## config.mk

```make
export PLATFORM = sky130hd
export DESIGN_NAME = umi_host_arb
export DESIGN_NICKNAME = d
export VERILOG_FILES = /design/src/rtl/umi_host_arb.sv
export SDC_FILE = /design/constraint.sdc
export NUM_CORES = 1
export LEC_CHECK = 0
export CAP_MARGIN = 10
export CORE_AREA = 5 5 439 441
export CTS_BUF_LIST = sky130_fd_sc_hd__clkbuf_4
export DETAILED_ROUTE_END_ITERATION = 8
export DIE_AREA = 0 0 444 446
export PLACE_DENSITY = 0.3
export SETUP_SLACK_MARGIN = 0.2
export SKIP_LAST_GASP = 1
export SYNTH_ARGS = -nofsm -noshare
export SYNTH_HDL_FRONTEND = slang
export SYNTH_SLANG_ARGS = --single-unit
```

## constraint.sdc

```tcl
create_clock -name clk -period 8.2 [get_ports clk]
set_input_delay 1.23 -clock clk [delete_from_list [all_inputs] [get_ports clk]]
set_output_delay 1.23 -clock clk [all_outputs]
set_load 0.1 [all_outputs]
```

## src/rtl/umi_host_arb.sv

```systemverilog
// rtl/umi_host_arb.sv - round-robin UMI host port arbiter with tag-steered responses
// Stamps the requester index into srcaddr and routes responses back by the dstaddr tag.
module umi_host_arb #(
    parameter int N      = 2,
    parameter int CW     = 32,
    parameter int AW     = 64,
    parameter int DW     = 64,
    parameter int TAGLSB = 0,
    parameter int MAXOUT = 1
) (
    input  logic            clk,
    input  logic            reset,
    input  logic [N-1:0]    req_in_valid,
    input  logic [N*CW-1:0] req_in_cmd,
    input  logic [N*AW-1:0] req_in_dstaddr,
    input  logic [N*AW-1:0] req_in_srcaddr,
    input  logic [N*DW-1:0] req_in_data,
    output logic [N-1:0]    req_in_ready,
    output logic [N-1:0]    resp_out_valid,
    output logic [CW-1:0]   resp_out_cmd,
    output logic [AW-1:0]   resp_out_dstaddr,
    output logic [AW-1:0]   resp_out_srcaddr,
    output logic [DW-1:0]   resp_out_data,
    input  logic [N-1:0]    resp_out_ready,
    output logic            uhost_req_valid,
    output logic [CW-1:0]   uhost_req_cmd,
    output logic [AW-1:0]   uhost_req_dstaddr,
    output logic [AW-1:0]   uhost_req_srcaddr,
    output logic [DW-1:0]   uhost_req_data,
    input  logic            uhost_req_ready,
    input  logic            uhost_resp_valid,
    input  logic [CW-1:0]   uhost_resp_cmd,
    input  logic [AW-1:0]   uhost_resp_dstaddr,
    input  logic [AW-1:0]   uhost_resp_srcaddr,
    input  logic [DW-1:0]   uhost_resp_data,
    output logic            uhost_resp_ready,
    output logic            stray_resp
);
    localparam int TW = $clog2(N);
    localparam int EOM = 22;
    localparam logic [TW:0] NL = (TW+1)'(N);

    typedef enum logic {IDLE, LOCK} state_t;

    state_t        state;
    logic [TW-1:0] gnt;
    logic [TW-1:0] rr_ptr;
    logic [7:0]    outcnt [N];

    logic [N-1:0]  elig;
    logic [N-1:0]  inc;
    logic [N-1:0]  dec;
    logic [N-1:0]  cnt_zero;
    logic          found;
    logic [TW-1:0] win;
    logic [TW:0]   cand;
    logic [TW-1:0] sel;
    logic          sel_act;
    logic [TW-1:0] next_ptr;
    logic          req_hs;
    logic          req_eom;
    logic [TW-1:0] tag;
    logic          tag_ok;
    logic          rdy_sel;
    logic          resp_hs;
    logic          dropped;
    logic          stray_next;

    always_comb begin
        for (int i = 0; i < N; i++) begin
            elig[i]     = req_in_valid[i] && (outcnt[i] < 8'(MAXOUT));
            cnt_zero[i] = (outcnt[i] == 8'd0);
        end
    end

    // Cyclic search for the first eligible requester starting at rr_ptr.
    always_comb begin
        found = 1'b0;
        win   = '0;
        cand  = '0;
        for (int k = 0; k < N; k++) begin
            cand = {1'b0, rr_ptr} + (TW+1)'(k);
            if (cand >= NL)
                cand = cand - NL;
            if (!found && elig[cand[TW-1:0]]) begin
                found = 1'b1;
                win   = cand[TW-1:0];
            end
        end
    end

    assign sel      = (state == LOCK) ? gnt : win;
    assign sel_act  = !reset && ((state == LOCK) || found);
    assign next_ptr = (sel == TW'(N-1)) ? '0 : sel + 1'b1;

    always_comb begin
        uhost_req_valid   = 1'b0;
        uhost_req_cmd     = '0;
        uhost_req_dstaddr = '0;
        uhost_req_srcaddr = '0;
        uhost_req_data    = '0;
        req_in_ready      = '0;
        for (int i = 0; i < N; i++) begin
            if (sel == TW'(i)) begin
                uhost_req_valid   = sel_act && req_in_valid[i];
                uhost_req_cmd     = req_in_cmd[i*CW +: CW];
                uhost_req_dstaddr = req_in_dstaddr[i*AW +: AW];
                uhost_req_srcaddr = req_in_srcaddr[i*AW +: AW];
                uhost_req_data    = req_in_data[i*DW +: DW];
                req_in_ready[i]   = sel_act && uhost_req_ready;
            end
        end
        uhost_req_srcaddr[TAGLSB +: TW] = sel;
    end

    assign req_hs  = uhost_req_valid && uhost_req_ready;
    assign req_eom = uhost_req_cmd[EOM];

    assign tag    = uhost_resp_dstaddr[TAGLSB +: TW];
    assign tag_ok = ({1'b0, tag} < NL);

    always_comb begin
        rdy_sel        = 1'b0;
        resp_out_valid = '0;
        for (int i = 0; i < N; i++) begin
            if (tag == TW'(i)) begin
                rdy_sel           = resp_out_ready[i];
                resp_out_valid[i] = !reset && uhost_resp_valid;
            end
        end
    end

    // Beats whose tag names no requester are accepted and discarded.
    assign uhost_resp_ready = !reset && (tag_ok ? rdy_sel : 1'b1);
    assign resp_out_cmd     = uhost_resp_cmd;
    assign resp_out_dstaddr = uhost_resp_dstaddr;
    assign resp_out_srcaddr = uhost_resp_srcaddr;
    assign resp_out_data    = uhost_resp_data;

    assign resp_hs = uhost_resp_valid && uhost_resp_ready;
    assign dropped = resp_hs && !tag_ok;

    always_comb begin
        for (int i = 0; i < N; i++) begin
            inc[i] = req_hs && req_eom && (sel == TW'(i));
            dec[i] = resp_hs && uhost_resp_cmd[EOM] && tag_ok && (tag == TW'(i));
        end
    end

    // A completion against an empty counter is spurious and reported as stray.
    assign stray_next = dropped || (|(dec & ~inc & cnt_zero));

    always_ff @(posedge clk) begin
        if (reset) begin
            state      <= IDLE;
            gnt        <= '0;
            rr_ptr     <= '0;
            stray_resp <= 1'b0;
            for (int i = 0; i < N; i++)
                outcnt[i] <= 8'd0;
        end else begin
            stray_resp <= stray_next;
            for (int i = 0; i < N; i++) begin
                if (inc[i] && !dec[i])
                    outcnt[i] <= outcnt[i] + 8'd1;
                else if (dec[i] && !inc[i] && !cnt_zero[i])
                    outcnt[i] <= outcnt[i] - 8'd1;
            end
            case (state)
                IDLE: begin
                    if (found) begin
                        if (req_hs && req_eom) begin
                            rr_ptr <= next_ptr;
                        end else begin
                            gnt   <= win;
                            state <= LOCK;
                        end
                    end
                end
                LOCK: begin
                    if (req_hs && req_eom) begin
                        rr_ptr <= next_ptr;
                        state  <= IDLE;
                    end
                end
                default: state <= IDLE;
            endcase
        end
    end
endmodule

```

* Yosys cells after proc, flatten, opt, wreduce, memory -nomap -nowiden
Memories as Yosys holds them, arrays and structs flattened.
Index checks and enable logic that the tools add are counted.
** Operators by class
- Order comparisons :: 6
- Add/subtract/negate cells :: 8
- Multiplexer cells :: 48
- Bitwise gates (word level) :: 11
- Eq/ne operators :: 1
- Reduce and logical (&&, ||, !) cells :: 36
** Operator list (number)
- $mux W64 :: 3
- $mux W1 :: 38
- $mux W32 :: 1
- $mux W8 :: 4
- $logic_and A1 B1 Y1 :: 23
- $add A8 B1 Y8 const B :: 2
- $logic_not A8 Y1 :: 2
- $lt A8 B1 Y1 const B :: 2
- $sub A8 B1 Y8 const B :: 2
- $logic_not A1 Y1 :: 8
- $and A2 B2 Y2 :: 2
- $lt A1 B2 Y1 const B :: 2
- $not A1 Y1 :: 4
- $or A1 B1 Y1 :: 4
- $pmux W1 S2 :: 2
- $reduce_and A3 Y1 :: 1
- $add A1 B1 Y2 const B :: 1
- $ge A1 B2 Y1 const B :: 1
- $ge A2 B2 Y1 const B :: 1
- $ne A2 B2 Y1 const B :: 1
- $not A2 Y2 :: 1
- $reduce_or A2 Y1 :: 1
- $sub A1 B1 Y1 const B :: 2
- $add A1 B1 Y1 const B :: 1
- $logic_or A1 B1 Y1 :: 1
** Storage, ports and cells
- Memories :: 1
- Bits of input ports :: 680
- Memory bits (writable) :: 16
- Output and inout port bits :: 455
- Register bits :: 4
** Memories
- outcnt :: words 2, width 8, read ports 2, clocked after Yosys merged registers in 0, write ports 2, line 48 : logic [7:0] outcnt [N];

* Depth between registers and ports, before layout
Gate-level depths: netlist of the first run.
An unclocked memory read counts as a cell.
- Depth after elaboration :: 24
- Mapped depth :: 11

* Worst setup path after synthesis of the first run
OpenSTA, ideal clock, no wires.
- Path kind :: input port to output port
- Start :: in req_in_valid[1]
- End :: out uhost_req_valid
- Slack :: 2662 ps
- Arrival time :: 4308 ps
- Buffers on the path :: 2
- Stages :: 7
- Path through :: and4bb_2 -> nand3b_1 -> o21a_4 -> clkbuf_1 -> buf_2 -> mux2i_1 -> nor3_1
** Between the ends
- Cells in the longest elaborated chain, start to end :: 11
** Ends and longest elaborated chain
- start, declared :: line 13 : input logic [N-1:0] req_in_valid,
- $logic_and A1 B1 Y1 :: line 71 : elig[i] = req_in_valid[i] && (outcnt[i] < 8'(MAXOUT));
- $mux W1 (not written as such) (2 in a row) :: line 85 : if (!found && elig[cand[TW-1:0]]) begin
- $mux W1 :: line 85
- $logic_not A1 Y1 :: line 85
- $logic_and A1 B1 Y1 :: line 85
- $mux W1 :: line 85
- $logic_or A1 B1 Y1 :: line 93 : assign sel_act = !reset && ((state == LOCK) || found);
- $logic_and A1 B1 Y1 :: line 93
- $logic_and A1 B1 Y1 :: line 105 : uhost_req_valid = sel_act && req_in_valid[i];
- $mux W1 (*) :: line 104 : if (sel == TW'(i)) begin
- end, declared :: line 25 : output logic uhost_req_valid,
Every way passes the cells marked *; elsewhere a longest branch is shown, timed or not. The select of a mux whose other input is x is not followed.

* Worst setup path after layout of the first run
- Start :: in req_in_valid[1]
- End :: out uhost_req_dstaddr[41]
** Between the ends
- Cells in the longest elaborated chain, start to end :: 9
** Ends and longest elaborated chain
- $logic_and A1 B1 Y1 (*) :: line 71
- $mux W1 (not written as such) (2 in a row) :: line 85
- $mux W1 :: line 85
- $logic_not A1 Y1 :: line 85
- $logic_and A1 B1 Y1 :: line 85
- $mux W1 (*) :: line 85
- $mux W1 (*) :: line 92 : assign sel = (state == LOCK) ? gnt : win;
- $mux W64 (*) :: line 104
- end, declared :: line 27 : output logic [AW-1:0] uhost_req_dstaddr,
Marked as above.

==> parameters.txt, run 1 <==
Parameter                              Value

Clock network
  Library cell used as clock root buffer ... sky130_fd_sc_hd__clkbuf_4
  Number of CTS-inserted buffers ... 3
  Cells resized by post-CTS repair ... 0
  Clock-pin slew on the worst setup and hold paths ... approximately 0.15 ns
  Level count of the clock H-tree ... 1
  Number of buffers inserted for hold repair after clock tree synthesis ... 0
  Clk Latency, worst-skew pair ... between 0.3 and 0.4 ns
  Sink count of the clock tree ... 20
  Largest buffer count on any clock path ... 2
  Number of buffers added for setup after CTS ... 0
  Clock tree from TritonCTS ... yes

Global routing
  Number of antenna violations at the first check in global routing ... 17
  GRT Residual Overflow ... 0
  Via count of the first global-routing pass ... 8936
  Global routing usage summed across all routing layers ... 11.82%
  Wire length of the first global-routing pass ... 143300 µm
  Pin count of the biggest net entering global routing ... 80

Synth
  Dominant cell type by area after synthesis ... sky130_fd_sc_hd__nand2_1
  Net count after synthesis ... around 1800
  Synth top area cells ... sky130_fd_sc_hd__nand2_1 (42%), sky130_fd_sc_hd__buf_4 (28%), sky130_fd_sc_hd__edfxtp_1 (7.9%)
  Synth Area per Inst ... roughly 5.4 µm²
  Synth top cells by count ... sky130_fd_sc_hd__nand2_1 (683), sky130_fd_sc_hd__buf_4 (225), sky130_fd_sc_hd__clkbuf_1 (43)
  Yosys top cell area share ... around two fifths
  Count of flip-flops with a built-in enable after synthesis ... 16
  Syn. warnings ... 0
  Most used flip-flop cell after synthesis ... sky130_fd_sc_hd__edfxtp_1
  #FFs+latches synth ... 20
  Share of flip-flops with an asynchronous set or reset ... 0%
  Unique masters post-synth ... 53
  Number of instances in the synthesized netlist ... roughly 1100
  Part of the Yosys area used for sequential elements ... under 10%
  Post-Syn Area ... between 0.006 and 0.007 mm²
  Most repeated cell in the gate-level netlist after synthesis ... sky130_fd_sc_hd__nand2_1

Floorplan
  Row count ... 160
  Die Y ... 446 µm
  Number of top-level design ports ... between 1000 and 1500
  Chip Width ... about 440 µm
  Initial core utilization ... about 3.2%
  Std-Cell Core Area ... 0.1888 mm²
  Total die area ... between 0.15 and 0.2 mm²

Placed design
  Post-DP HPWL ... ~120000 µm
  Buffers added on ports ... about 700
  Routability Congestion ... approximately 0.88
  Dpl cells ... between 4000 and 5000
  Setup slack at placement ... ~1.7 ns

Power and ir drop
  Power Internal ... ~0.48 mW
  Net Sw Power ... around 0.85 mW
  Sequential power share ... 9.3%
  Combinational fraction of design power ... a little over four fifths
  Clock share of power ... slightly below 7%
  Switching Share ... roughly 64%
  Pleak ... 5.302 nW
  Peak ir drop on the vdd network ... between 0.03 and 0.04 mV
  Pwr/cell area ... around 96 mW/mm²

Detailed routing
  Number of vias after detailed routing ... between 8000 and 9000
  Routed len/inst ... about 30 µm
  DRT iter0 DRCs ... 593
  Total Wirelength ... between 100000 and 150000 µm
  Vias per inst ... between 2 and 2.5
  Number of nets still failing antenna checks after routing ... 0
  Remaining design rule violation count ... 0
  Router iterations before antenna repair ... 5

Critical path
  Top fanout value on the critical path ... 79
  Category of the worst setup path capture point ... primary output
  CP Cell Sequence ... clkdlybuf4s50_1, and4bb_2, nand3b_1, o21a_4, inv_8, buf_4, nand2_1, nand2_1, clkdlybuf4s50_1
  Crit path DAT ... about 5.3 ns
  R2R depth ... 6
  Critical path class ... in -> out
  Crit-path max cell delay ... 1.21 ns
  CP Data Required Time ... ~7 ns
  Kind of launch point of the worst setup path ... input port
  Slowest library cell on the worst path ... sky130_fd_sc_hd__clkdlybuf4s50_1

STA
  F_max ... about 150 MHz
  Worst Hold Slack ... about 0.50 ns
  Tmin final ... 6.529 ns
  Slack of the critical path ... between 1.5 and 2 ns
  Slew @ Worst Pin ... between 1 and 1.5 ns
  Number of max-slew violations in the final report ... 0
  Hold Vio Cnt, Final ... 0
  Max Clock Skew ... approximately 0.0060 ns
  Accumulated negative setup slack ... 0 ns
  Unrepaired setup endpoints after global routing ... no
  Final setup viols ... 0
  Max transition margin ... 21.44%
  Post-route fraction of the period consumed by the critical path ... between 70% and 80%

Finish
  Final-stage net count ... 2241
  Share of post-route cells with drive strength above 1 ... 10.86%
  Relative area change from synthesis to final layout ... 128.2%
  Fill count ... between 20000 and 25000
  Count of non-filler cells in the finished layout ... 4069
  Core utilization of the finished layout ... roughly 7.4%

Run
  Max capacitance violation total ... 0

Worst hold path
  Number of cells traversed by the worst hold path ... 2
  Worst hold path type ... reg -> reg

Outcome
  Outcome ... finished clean
final timing paths:
kind                                   start                          to  slack (ns)
setup / recovery             req_in_valid[1]       uhost_req_dstaddr[41]        1.67
hold / removal              gnt$_SDFFE_PP0P_            gnt$_SDFFE_PP0P_        0.50
setup reg to reg  outcnt[0][5]$_SDFFCE_PN0P_  outcnt[0][4]$_SDFFCE_PN0P_        4.22
hold reg to reg             gnt$_SDFFE_PP0P_            gnt$_SDFFE_PP0P_        0.50
layout by cell type, fill, tap and decap left out, types with 3 or more instances in the layout:
cell / n
sky130_fd_sc_hd__xnor2_1: 3
sky130_fd_sc_hd__o21ai_0: 11
sky130_fd_sc_hd__nand2_1: 683
sky130_fd_sc_hd__clkdlybuf4s50_1: 555
sky130_fd_sc_hd__or2_2: 3
sky130_fd_sc_hd__mux2i_1: 6
sky130_fd_sc_hd__dfxtp_1: 4
sky130_fd_sc_hd__clkbuf_4: 3
sky130_fd_sc_hd__edfxtp_1: 16
sky130_fd_sc_hd__nor3_1: 10
sky130_fd_sc_hd__buf_4: 105
sky130_fd_sc_hd__clkbuf_2: 3
sky130_fd_sc_hd__ha_1: 4
sky130_fd_sc_hd__nand3_1: 10
sky130_fd_sc_hd__buf_2: 38
sky130_fd_sc_hd__o21a_1: 4
sky130_fd_sc_hd__inv_1: 7
sky130_fd_sc_hd__and2_1: 3
sky130_fd_sc_hd__xor2_1: 4
sky130_fd_sc_hd__nand4b_1: 3
sky130_fd_sc_hd__nor2_1: 21
sky130_fd_sc_hd__a21oi_1: 10
sky130_fd_sc_hd__or3_1: 4
sky130_fd_sc_hd__nand3b_1: 3
sequential cells by signal, summed over array words and instances (netlist names):
name,count
outcnt,16
gnt,1
rr_ptr,1
state,1
stray_resp,1
power by group through the flow:
| stage | registers [mW] | logic (mW) | clock network, mW |
|---|---|---|---|
| after global placement | 0.127 | 1.15 | 0 |
| final | 0.124 | 1.12 | 0.0905 |
| after floorplan | 0.122 | 1.11 | 0 |
| after CTS | 0.124 | 1.15 | 0.0936 |
| after global routing | 0.125 | 1.17 | 0.0957 |
| after detailed placement | 0.127 | 1.15 | 0 |
per-layer routing:
| metal | track usage [%] | up-vias | routed length (µm) | part of all wire [%] |
|---|---|---|---|---|
| met3 | 11.66 | 86 | 26180 | 21 |
| met1 | 9.855 | 4054 | 34980 | 28 |
| met2 | 20.77 | 717 | 62000 | 50 |
| met5 | 0.6349 | - | 214 | 0.17 |
| li1 | - | 4112 | - | - |
| met4 | 0.8160 | 8 | 995 | 0.80 |
area by class of cell:
type	instances	area (µm²)	area share, %
diodes	2	5.005	0.03589
clock buffers	3	22.52	0.1615
clock inverters	1	30.03	0.2154
inverters	8	37.54	0.2692
multi-input cells	821	3557	25.51
flip-flops and latches	20	560.5	4.020
well taps	2511	3142	22.53
repair buffers	703	6589	47.25
kinds of logic (layout without fill, tap and decap cells):
kind of cell	count (synthesis)	after routing	share of synthesized area (%)
AND/OR/NAND/NOR	760	760	50.11
buffers and inverters	295	715	32.60
AO/OA/AOI/OAI	42	42	4.813
flip-flops	20	20	9.175
multiplexers	8	8	1.475
XOR/XNOR	7	7	1.004
adder cells (fa/ha/maj)	4	4	0.8192
other	0	2	0
critical path, delay by kind of cell:
family                 cells  cell delay [ns]
AOI/OAI and AO/OA          1             0.39
buffers and inverters      4             2.56
and+or+nand+nor            4             0.77
stage by stage:
stage          cell area [µm²]  power, mW
2_1_floorplan             6110      1.236
3_3_place_gp             13890      1.278
3_5_place_dp             13890      1.277
4_1_cts                  13940      1.371
5_1_grt                  13940      1.390
6_report                 13940      1.333
No activity file was read; power rests on OpenSTA's default activity.
==> run 2: changes to the inputs <==
Settings changed: CORE_AREA 5 5 439 441 to 5 5 433 435, DIE_AREA 0 0 444 446 to 0 0 438 440.
Clock period 8.2 ns to 6.3 ns, I/O delays scaled along.
==> parameters.txt, run 2 (synthesized netlist as in run 1, its figures left out) <==
Parameter                              Value

Floorplan
  Row count ... approximately 160
  Initial core utilization ... between 3 and 4%
  Total die area ... 0.1927 mm²
  Chip Width ... about 440 µm
  Die Y ... approximately 440 µm
  Std-Cell Core Area ... 0.1827 mm²
  Number of top-level design ports ... 1135

Detailed routing
  Total Wirelength ... 122900 µm
  Router iterations before antenna repair ... 5
  Number of nets still failing antenna checks after routing ... 0
  Routed len/inst ... 31.12 µm
  Number of vias after detailed routing ... around 8900
  Remaining design rule violation count ... 0
  DRT iter0 DRCs ... between 400 and 500
  Vias per inst ... roughly 2.3

Clock network
  Clock-pin slew on the worst setup and hold paths ... about 0.14 ns
  Sink count of the clock tree ... 20
  Largest buffer count on any clock path ... 2
  Number of buffers added for setup after CTS ... 0
  Library cell used as clock root buffer ... sky130_fd_sc_hd__clkbuf_4
  Level count of the clock H-tree ... 1
  Clk Latency, worst-skew pair ... about 0.32 ns
  Clock tree from TritonCTS ... yes
  Cells resized by post-CTS repair ... 0
  Number of buffers inserted for hold repair after clock tree synthesis ... 0
  Number of CTS-inserted buffers ... 3

Outcome
  Outcome ... finished clean

Global routing
  GR peak layer ... met2
  Pin count of the biggest net entering global routing ... between 80 and 90
  Global routing usage summed across all routing layers ... between 10% and 20%
  Met2 track utilization from global routing ... around a fifth
  Global routing met1 resource utilization ... 9.608%
  GRT Residual Overflow ... 0
  Via count of the first global-routing pass ... 8987
  Number of antenna violations at the first check in global routing ... 35
  Wire length of the first global-routing pass ... approximately 140000 µm
  Met3 capacity usage during global routing ... around an eighth

Critical path
  Critical path class ... in -> out
  Crit path top cell by count ... sky130_fd_sc_hd__nand2_1
  Crit-path max cell delay ... approximately 0.55 ns
  Top fanout value on the critical path ... 80
  Category of the worst setup path capture point ... primary output
  Crit path DAT ... between 3 and 4 ns
  CP Data Required Time ... roughly 5.4 ns
  Crit path buffers/inverters ... 3
  Kind of launch point of the worst setup path ... input port
  CP Cell Sequence ... clkdlybuf4s50_1, and4bb_2, nand3b_1, o21a_4, inv_8, nand2_1, nand2_1, buf_4
  Slowest library cell on the worst path ... sky130_fd_sc_hd__clkdlybuf4s50_1
  Kind of cell adding the most delay to the critical path ... buffers and inverters

Worst hold path
  Worst hold path type ... reg -> reg

Finish
  Relative area change from synthesis to final layout ... 131.4%
  Core utilization of the finished layout ... under 10%
  Fill count ... about 22000
  Commonest cells after routing, fill and taps aside ... sky130_fd_sc_hd__nand2_1 (683), sky130_fd_sc_hd__clkdlybuf4s50_1 (462), sky130_fd_sc_hd__buf_4 (185), sky130_fd_sc_hd__buf_12 (43), sky130_fd_sc_hd__nor2_1 (21)
  Share of post-route cells with drive strength above 1 ... around 17%
  Max FFs per register ... 16
  Leading cell type in the layout, fill and taps excluded ... sky130_fd_sc_hd__nand2_1
  Final-stage net count ... between 2000 and 2500
  Largest Register ... outcnt

STA
  Accumulated negative setup slack ... 0 ns
  Max Clock Skew ... slightly below 0.008 ns
  Final setup viols ... 0
  F_max ... slightly above 200 MHz
  Slew @ Worst Pin ... about 1.1 ns
  Post-route fraction of the period consumed by the critical path ... about 78%
  Unrepaired setup endpoints after global routing ... no
  Number of max-slew violations in the final report ... 0
  Tmin final ... just under 5 ns
  Max transition margin ... between 20% and 30%
  Hold Vio Cnt, Final ... 0

Placed design
  Routability Congestion ... 0.9035
  Buffers added on ports ... 688
  Post-DP HPWL ... ~120000 µm

Run
  Max capacitance violation total ... 0

Power and ir drop
  Peak ir drop on the vdd network ... between 0.05 and 0.06 mV
  Pwr/cell area ... 120.7 mW/mm²
  Pleak ... about 5.6 nW
run 2: changes by cell type in the layout (fill, tap and decap cells not counted), moves of 2 or more:
cell	before	now
sky130_fd_sc_hd__buf_2	38	15
sky130_fd_sc_hd__buf_12	2	43
sky130_fd_sc_hd__clkbuf_2	3	1
sky130_fd_sc_hd__clkdlybuf4s50_1	555	462
sky130_fd_sc_hd__buf_4	105	185
sky130_fd_sc_hd__diode_2	2	6
run 2: path summary, 6_finish.rpt:
kind	cells past startpoint	slack, ns	end	from
worst max register to register	9	2.34	outcnt[0][4]$_SDFFCE_PN0P_	outcnt[0][0]$_SDFFCE_PN0P_
worst min-delay path	2	0.50	gnt$_SDFFE_PP0P_	gnt$_SDFFE_PP0P_
worst max-delay path	8	1.37	uhost_req_data[9]	req_in_valid[1]
worst min register to register	2	0.50	gnt$_SDFFE_PP0P_	gnt$_SDFFE_PP0P_
run 2: area by class of cell:
cell class              instances  area, µm²  area share [%]
diodes                          6      15.01          0.1062
clock buffers                   3      22.52          0.1593
clock inverters                 1      3.754         0.02656
inverters                       8      37.54          0.2656
multi-input cells             821       3557           25.17
flip-flops and latches         20      560.5           3.966
well taps                    2385       2984           21.11
repair buffers                706       6954           49.20
run 2: per-layer routing:
metal | vias to the layer above | wire length, µm
met5 | - | 218
met4 | 8 | 1366
met3 | 82 | 26500
met2 | 689 | 62070
met1 | 4038 | 32750
li1 | 4120 | -
run 2: worst reg2reg max path: stages, from the launching register on:
cell and delay, ns:
sky130_fd_sc_hd__edfxtp_1 0.50, sky130_fd_sc_hd__inv_1 0.09, sky130_fd_sc_hd__ha_1 0.20, sky130_fd_sc_hd__nor4b_4 0.36, sky130_fd_sc_hd__and4b_1 0.30, sky130_fd_sc_hd__o21a_4 0.39
sky130_fd_sc_hd__inv_8 0.24, sky130_fd_sc_hd__buf_4 0.35, sky130_fd_sc_hd__o311a_1 0.60, sky130_fd_sc_hd__or3b_2 0.67
run 2: per-stage QoR:
step,hold WS (ns),total power [mW],area (µm²),setup WS [ns],instances
after floorplan,0.4521,1.609,6110,1.332,1136
after global placement,0.4862,1.687,14090,1.281,3940
after detailed placement,0.4845,1.685,14090,1.285,3940
after CTS,0.5073,1.764,14120,1.289,3944
after global routing,0.5496,1.791,14130,1.241,3947
final,0.5022,1.707,14130,1.366,3950
run 2: where the power goes:
part | switching [mW] | internal, mW | total, mW
Combinational | 1.03 | 0.441 | 1.47
Clock | 0.0481 | 0.0232 | 0.0712
Sequential | 0.0118 | 0.150 | 0.162
